===== src/rtl/attack_score_tracker.sv =====
// -----------------------------------------------------------------------------
// attack_score_tracker
//   Score keeper for the attack phase of the battleship game. It consumes the
//   confirmed attack strobe, the selected coordinate and the ship bit of the
//   addressed map cell. It counts shots and distinct hits, rejects invalid or
//   already-shot coordinates, and closes the round on a win or a loss.
//
//   Build option: SHOT_REPEAT_PENALTY_EN
//     defined   : re-attacking a cell that was already shot still consumes a
//                 shot, so it can cause a loss.
//     undefined : re-attacking only raises result_repeat.
//
// Parameters
//   MAX_SHOTS  shots allowed per round (1..63)
//   COLS/ROWS  matrix size; valid coordinates are 0..COLS-1 / 0..ROWS-1
//
// Ports
//   clk               system (divided) clock
//   reset             synchronous, active-low
//   game_state_code   00 off, 01/11 preparation, 10 attack
//   attack_pulse      one-cycle confirmed attack strobe
//   x_coord_code      attack column
//   y_coord_code      attack row
//   cell_is_ship      ship bit of the addressed cell
//   ship_cells_total  ship cells in the selected map (captured in PREP)
//   shots_count       shots consumed this round
//   hits_count        distinct ship cells hit
//   shots_left        MAX_SHOTS - shots_count (0 while idle)
//   result_valid      one-cycle strobe, the attack has been resolved
//   result_hit        last result was a hit (held)
//   result_repeat     last result hit an already-shot cell (held)
//   game_over         round finished
//   game_won          round finished with every ship cell hit
// -----------------------------------------------------------------------------
module attack_score_tracker #(
  parameter int MAX_SHOTS = 20,
  parameter int COLS      = 7,
  parameter int ROWS      = 5
) (
  input  logic       clk,
  input  logic       reset,
  input  logic [1:0] game_state_code,
  input  logic       attack_pulse,
  input  logic [2:0] x_coord_code,
  input  logic [2:0] y_coord_code,
  input  logic       cell_is_ship,
  input  logic [5:0] ship_cells_total,
  output logic [5:0] shots_count,
  output logic [5:0] hits_count,
  output logic [5:0] shots_left,
  output logic       result_valid,
  output logic       result_hit,
  output logic       result_repeat,
  output logic       game_over,
  output logic       game_won
);

  localparam int         CELLS       = COLS * ROWS;
  localparam int         IW          = (CELLS > 1) ? $clog2(CELLS) : 1;
  localparam logic [5:0] MAX_SHOTS_W = 6'(MAX_SHOTS);

  localparam logic [1:0] ST_IDLE = 2'd0;
  localparam logic [1:0] ST_PREP = 2'd1;
  localparam logic [1:0] ST_PLAY = 2'd2;
  localparam logic [1:0] ST_OVER = 2'd3;

  logic [1:0]       state;
  logic [CELLS-1:0] shot_map;
  logic [5:0]       target;

  logic          coord_ok;
  logic [IW-1:0] cell_idx;
  logic          cell_shot;
  logic          win_now;
  logic          lose_now;

  function automatic logic [5:0] sat_inc(input logic [5:0] v);
    return (v == 6'h3f) ? v : v + 6'd1;
  endfunction

  // Coordinate decode and end-of-round detection. The end conditions look at
  // the registered counters, so they fire the cycle after the deciding
  // result is presented and the round closes one edge later.
  always_comb begin
    coord_ok  = (int'(x_coord_code) < COLS) && (int'(y_coord_code) < ROWS);
    // Invalid coordinates are steered to cell 0; the value is never used.
    cell_idx  = coord_ok ? IW'(int'(y_coord_code) * COLS + int'(x_coord_code)) : '0;
    cell_shot = shot_map[cell_idx];
    // An empty fleet can never be won; such a round only ends by losing.
    win_now   = (target != 6'd0) && (hits_count == target);
    lose_now  = !win_now && (shots_count >= MAX_SHOTS_W);
  end

  assign shots_left = (state == ST_IDLE) ? 6'd0 : MAX_SHOTS_W - shots_count;

  always_ff @(posedge clk) begin
    if (!reset) begin
      state         <= ST_IDLE;
      shot_map      <= '0;
      target        <= '0;
      shots_count   <= '0;
      hits_count    <= '0;
      result_valid  <= 1'b0;
      result_hit    <= 1'b0;
      result_repeat <= 1'b0;
      game_over     <= 1'b0;
      game_won      <= 1'b0;
    end else begin
      result_valid <= 1'b0;
      // The game code is decoded first: a code change wins over any attack
      // presented in the same cycle.
      case (game_state_code)
        2'b00: begin
          state         <= ST_IDLE;
          shot_map      <= '0;
          target        <= '0;
          shots_count   <= '0;
          hits_count    <= '0;
          result_hit    <= 1'b0;
          result_repeat <= 1'b0;
          game_over     <= 1'b0;
          game_won      <= 1'b0;
        end
        2'b01, 2'b11: begin
          // Preparation keeps the round fresh every cycle and tracks the
          // currently selected map until play starts.
          state         <= ST_PREP;
          shot_map      <= '0;
          target        <= ship_cells_total;
          shots_count   <= '0;
          hits_count    <= '0;
          result_hit    <= 1'b0;
          result_repeat <= 1'b0;
          game_over     <= 1'b0;
          game_won      <= 1'b0;
        end
        default: begin
          case (state)
            ST_PREP: state <= ST_PLAY;
            ST_PLAY: begin
              if (win_now || lose_now) begin
                // Pulses arriving while the round is closing are dropped.
                state     <= ST_OVER;
                game_over <= 1'b1;
                game_won  <= win_now;
              end else if (attack_pulse) begin
                result_valid <= 1'b1;
                if (!coord_ok) begin
                  result_hit    <= 1'b0;
                  result_repeat <= 1'b0;
                end else if (cell_shot) begin
                  result_hit    <= 1'b0;
                  result_repeat <= 1'b1;
`ifdef SHOT_REPEAT_PENALTY_EN
                  shots_count   <= sat_inc(shots_count);
`endif
                end else begin
                  shot_map[cell_idx] <= 1'b1;
                  shots_count        <= sat_inc(shots_count);
                  result_repeat      <= 1'b0;
                  result_hit         <= cell_is_ship;
                  if (cell_is_ship) hits_count <= sat_inc(hits_count);
                end
              end
            end
            // IDLE waits for preparation; OVER holds everything.
            default: state <= state;
          endcase
        end
      endcase
    end
  end

  // A round closes as soon as the shot budget is used up.
  a_shots_bounded: assert property (@(posedge clk) disable iff (!reset)
    shots_count <= MAX_SHOTS_W);

endmodule


===== config.mk =====
export PLATFORM = sky130hd
export DESIGN_NAME = attack_score_tracker
export DESIGN_NICKNAME = d
export VERILOG_FILES = /design/src/rtl/attack_score_tracker.sv
export SDC_FILE = /design/constraint.sdc
export NUM_CORES = 1
export LEC_CHECK = 0
export BUFFER_PORTS_ARGS = -buffer_cell sky130_fd_sc_hd__buf_4
export CORE_UTILIZATION = 40
export CTS_BUF_LIST = sky130_fd_sc_hd__clkbuf_4 sky130_fd_sc_hd__clkbuf_8
export CTS_CLUSTER_DIAMETER = 150
export DETAILED_ROUTE_END_ITERATION = 6
export PLACE_DENSITY_LB_ADDON = 0.2
export SYNTH_ARGS = -nofsm -noshare
export SYNTH_HDL_FRONTEND = slang
export SYNTH_SLANG_ARGS = --single-unit

===== constraint.sdc =====
create_clock -name clk -period 4 [get_ports clk]
set_input_delay 0.2 -clock clk [delete_from_list [all_inputs] [get_ports clk]]
set_output_delay 0.2 -clock clk [all_outputs]
set_load 0.01 [all_outputs]

**Word level (Yosys, flattened, before mapping)**

Index checks and enable logic that the tools add are counted.
W data, S select, Z words.

- Add/sub/neg operators: 4
- $mul: 1
- Div/mod/pow operators: 0
- $lt $le $gt $ge: 5
- Equal/unequal tests: 8
- Shift operators: 0
- Multiplexer cells: 15
- Bitwise operators: 7
- Reduce and logical (&&, ||, !) cells: 20

Operators by type and width:

| kind | number |
|---|---|
| $or A35 B35 Y35 | 1 |
| $add A6 B1 Y6 const B | 2 |
| $eq A6 B6 Y1 const B | 2 |
| $mux W6 | 2 |
| $pmux W6 S2 | 1 |
| $pmux W2 S2 | 2 |
| $lt A6 B7 Y1 const B | 1 |
| $mux W1 | 7 |
| $reduce_and A7 Y1 | 1 |
| $add A6 B3 Y6 | 1 |
| $bmux W1 S6 | 1 |
| $demux W1 S6 | 1 |
| $eq A6 B6 Y1 | 1 |
| $ge A6 B1 Y1 const B | 1 |
| $ge A6 B5 Y1 const B | 1 |
| $lt A3 B3 Y1 const B | 2 |
| $mul A3 B3 Y6 const B | 1 |
| $not A1 Y1 | 6 |
| $reduce_and A6 Y1 | 1 |
| $reduce_bool A6 Y1 | 1 |
| $reduce_or A6 Y1 | 1 |
| $sub A5 B6 Y6 const A | 1 |
| $reduce_and A5 Y1 | 1 |
| $eq A2 B1 Y1 const B | 2 |
| 13 further kinds | 19 |

- Flip-flop bits (word level): 60
- Latch bits: 0
- Bits in writable memories: 0
- Bits in read-only memories: 0
- Input port bits: 18
- Logic and storage cells: 70
- Memories kept: 0

**Depth between registers and ports, before layout**

- Word-level depth: 8
- Depth in mapped cells: 15
- Gate-level depth less buffers: 12

**Worst setup path before layout**

OpenSTA, ideal clock, no wires.

- Path kind: input-to-reg
- From: input port y_coord_code[0]
- To: register hits_count[3]
- Library setup time: 0.071 ns
- Arrival time: 3.741 ns
- Data required time: 3.929 ns
- Path slack: 0.189 ns
- Cell stages on the path: 13
- Path through: fa_1 fa_1 inv_1 fa_1 buf_6 mux2_4 a221o_1 a32o_1 nand3_2 nand3_2 buf_6 or4_1 a21oi_1

- Longest elaborated chain between the ends: 7
- Elaborated cells on any way between the ends: 9

Ends and longest elaborated chain:

| item | line | text |
|---|---|---|
| from (decl) | 45 | `input logic [2:0] y_coord_code,` |
| $mul A3 B3 Y6 or $lt A3 B3 Y1 (tied branches) | 87, 85 |  |
| $add A6 B3 Y6 or $logic_and A1 B1 Y1 (tied branches) | 87, 85 |  |
| $mux W6 | 87 | `cell_idx = coord_ok ? IW'(int'(y_coord_code) * COLS + int'(x_coord_code)) : '0;` |
| $bmux W1 S6 | 88 | `cell_shot = shot_map[cell_idx];` |
| $mux W1 (not written as such) | 88 |  |
| $not A1 Y1 (no line) | - |  |
| $reduce_and A7 Y1 (no line) * | - |  |
| to (signal assigned) | 162 | `if (cell_is_ship) hits_count <= sat_inc(hits_count);` |
| to (decl) | 49 | `output logic [5:0] hits_count,` |

Every way passes the cells marked *; elsewhere a longest branch is shown, timed or not. The select of a mux whose other input is x is not followed.
A chain may end at the register's enable or synchronous reset.

**Worst setup path after layout**

- From: input port y_coord_code[0]
- To: register hits_count[2]

The elaborated chain is that of the path after synthesis.

==> results.toml <==
[status]
status = "finished clean"

[logic_synthesis]
syn_nets = 396
synth_top_area_cell = "dfxtp_1"
synth_top_area_share_pct = 35.5
seq_area_frac_synth_pct = 35.5
yosys-top-cells-count = "dfxtp_1, a32o_1, a21oi_1"
synth_cell_types = 58
ys_top_cells_by_area = "dfxtp_1, a32o_1, ha_1"
synthCells = 357
syn_avg_cell_area_um2 = 9.49
async_flop_share_pct = 0
synth.most_common_cell = "dfxtp_1"
synth_edf_count = 0
syn_area_um2 = 3390
synth_ff_type = "dfxtp_1"
synth_seq_cells = 60
yosys_warnings = 0

[sta]
setup_ws_ns = 0.271
tns_ns = 0
finalSetupViolCount = 0
final_hold_viol_count = 0
layout_min_cycle_time_ns = 3.73
rsz0062_at_grt = "false"
finalCritPeriodShare_pct = 93.2
max_slew_margin_pct = 33.1
fin_skew_ns = 0.00894
slew_violations = 0
fmax_ghz = 0.268
tightestPinTransition_ns = 1.00

[drt]
vias = 2886
drtIter0Drc = 188
first_pass_iters = 4
wl_per_cell_um = 15.3
drt.antenna.violating_nets = 0
route.detailed.drc = 0
drt-total-wl_mm = 7.88
viasPerCell = 5.61

[setup_path]
worst_setup_path_end_kind = "flip-flop"
worst-path-max-fanout = 9
crit_type = "input pin to flip-flop"
rrSetupSlack_ns = 1.54
cp.arrival_ns = 3.98
critPathRequiredTime_ns = 4.25
critPathLaunchType = "input pin"

[floorplanning]
ios = 41
die_h_um = 94.0
rows = 33
die_x_um = 94.0
start_util_pct = 41.2
die_area_um2 = 8840
core_um2 = 8220

[cells_and_area]
n_fill_cell = 763
fin_nets = 443
stdcell_count = 514
drive_gt1_share_pct = 23.7
multi_input_comb_area_um2 = 2020
area_growth_pct = 21.4
ff_latch_area_um2 = 1200
antenna_cells = 0

[clocking]
cts_inserted_buffers = 9
clock_latency_ns = 0.33
cts_tree = "done"
clock_sinks = 60
clockBufferDepth = 2
hold_buffers = 0
cts_root_buf = "clkbuf_8"
cts.htree.levels = 3
path_clk_slew_ns = 0.07

[placement]
dpl.hpwl_mm = 5.69
portBuffers = 40
gp_congestion = 0.798
dp_cells = 498
dp_worst_setup_slack_ns = -0.165

[global_routing]
antenna_found_initial = 0
grt-ovfl-total = 0
grt_pass1_vias = 2775
grt_pass1_wl_mm = 13.1
grt_max_degree = 39
grt_use_total_pct = 19.1

[power]
pwr_density_cell_nw_per_um2 = 373
power_leakage_nw = 1.62
ir_drop_v = 0.000184

[hold_path]
hold_class = "input pin to flip-flop"

[job]
max_cap_viol_count = 0
==> routing by layer <==
metal | vias up | wire length [um] | GRT usage [%]
li1 | 1459 | - | -
met3 | 8 | 385 | 5.50
met5 | - | 0 | 0
met2 | 63 | 3730 | 32.0
met4 | 0 | 90 | 5.26
met1 | 1356 | 3670 | 23.8
==> metrics by stage <==
step	hold slack [ns]	area [um^2]	util (%)	power (W)
after global routing	0.133	4110	50.1	0.00161
after detailed placement	0.453	3890	47.3	0.000929
after CTS	0.130	4110	50.0	0.00155
after floorplan	0.334	3390	-	0.000838
final	0.143	4110	50.1	0.00153
after global placement	0.442	3890	47.3	0.000925
==> critical path, stage by stage <==
cell     delay [ns]
buf_4          0.12
fa_1           0.49
fa_1           0.55
inv_1          0.07
fa_2           0.67
mux2_4         0.31
a221o_1        0.34
a32o_1         0.28
nand3_2        0.10
nand3_2        0.17
or4_1          0.52
a21oi_1        0.15
==> worst paths after layout <==
| path | startpoint | end | cells after the start |
|---|---|---|---|
| worst max-delay path | y_coord_code[0] | hits_count[2] | 12 |
| worst min-delay path | cell_is_ship | result_hit | 2 |
| worst max register to register | hits_count[3] | shot_map[1] | 8 |
| worst min register to register | shot_map[12] | shot_map[12] | 1 |
==> final cells by class <==
type | instances | share of cell area (%)
inverters | 15 | 1.37
flip-flops and latches | 60 | 29.2
well taps | 105 | 3.19
clock buffers | 12 | 3.71
clock inverters | 4 | 1.76
multi-input cells | 257 | 49.0
repair buffers | 61 | 11.7
==> cells by family after synthesis <==
family / count (synthesis) / share of synthesized area (%)
and+or+nand+nor: 118 / 20.6
AOI/OAI and AO/OA: 98 / 23.3
DFF: 60 / 35.5
buffers and inverters: 40 / 5.10
adders and majority gates: 21 / 8.64
xor gates and xnor gates: 10 / 2.59
muxes: 10 / 4.36
==> sequential cells by signal, indices dropped and copies added, names as in the netlist <==
signal         flops
target             6
shots_count        6
hits_count         6
shot_map          35
game_over          1
result_repeat      1
state              2
game_won           1
result_valid       1
result_hit         1
==> timing repair <==
item | in CTS | in global routing
endpoints found under the hold margin | 0 | 0
resized for setup | 0 | 1
setup buffers | 0 | 0
endpoints found under the setup margin | 0 | 1
==> power breakdown <==
group / switching [W] / leakage [nW] / internal [W]
registers: 0.00000515 / 0.484 / 0.000602
clock network: 0.000234 / 0.113 / 0.000381
logic: 0.000182 / 1.02 / 0.000128
total: 0.000422 / 1.62 / 0.00111
==> placed cells by master, fill, tap and decap left out, types with 3 or more instances in the layout <==
cell type,count
mux4_2,3
nor2b_1,12
nor4_1,4
mux2_2,4
dfxtp_1,60
inv_1,15
o21ai_0,6
xnor2_1,8
nand2b_1,5
nand3_1,15
or4_1,8
nand3_2,3
a22oi_1,3
o21ai_1,3
and2_1,5
and3_1,8
nor3_1,6
o31ai_1,6
fa_1,3
buf_4,59
a21oi_1,23
nor3b_1,8
a32o_1,38
clkbuf_8,10
nor2_1,21
ha_1,17
nand2_1,11
Power figures use the tool's default switching activity.
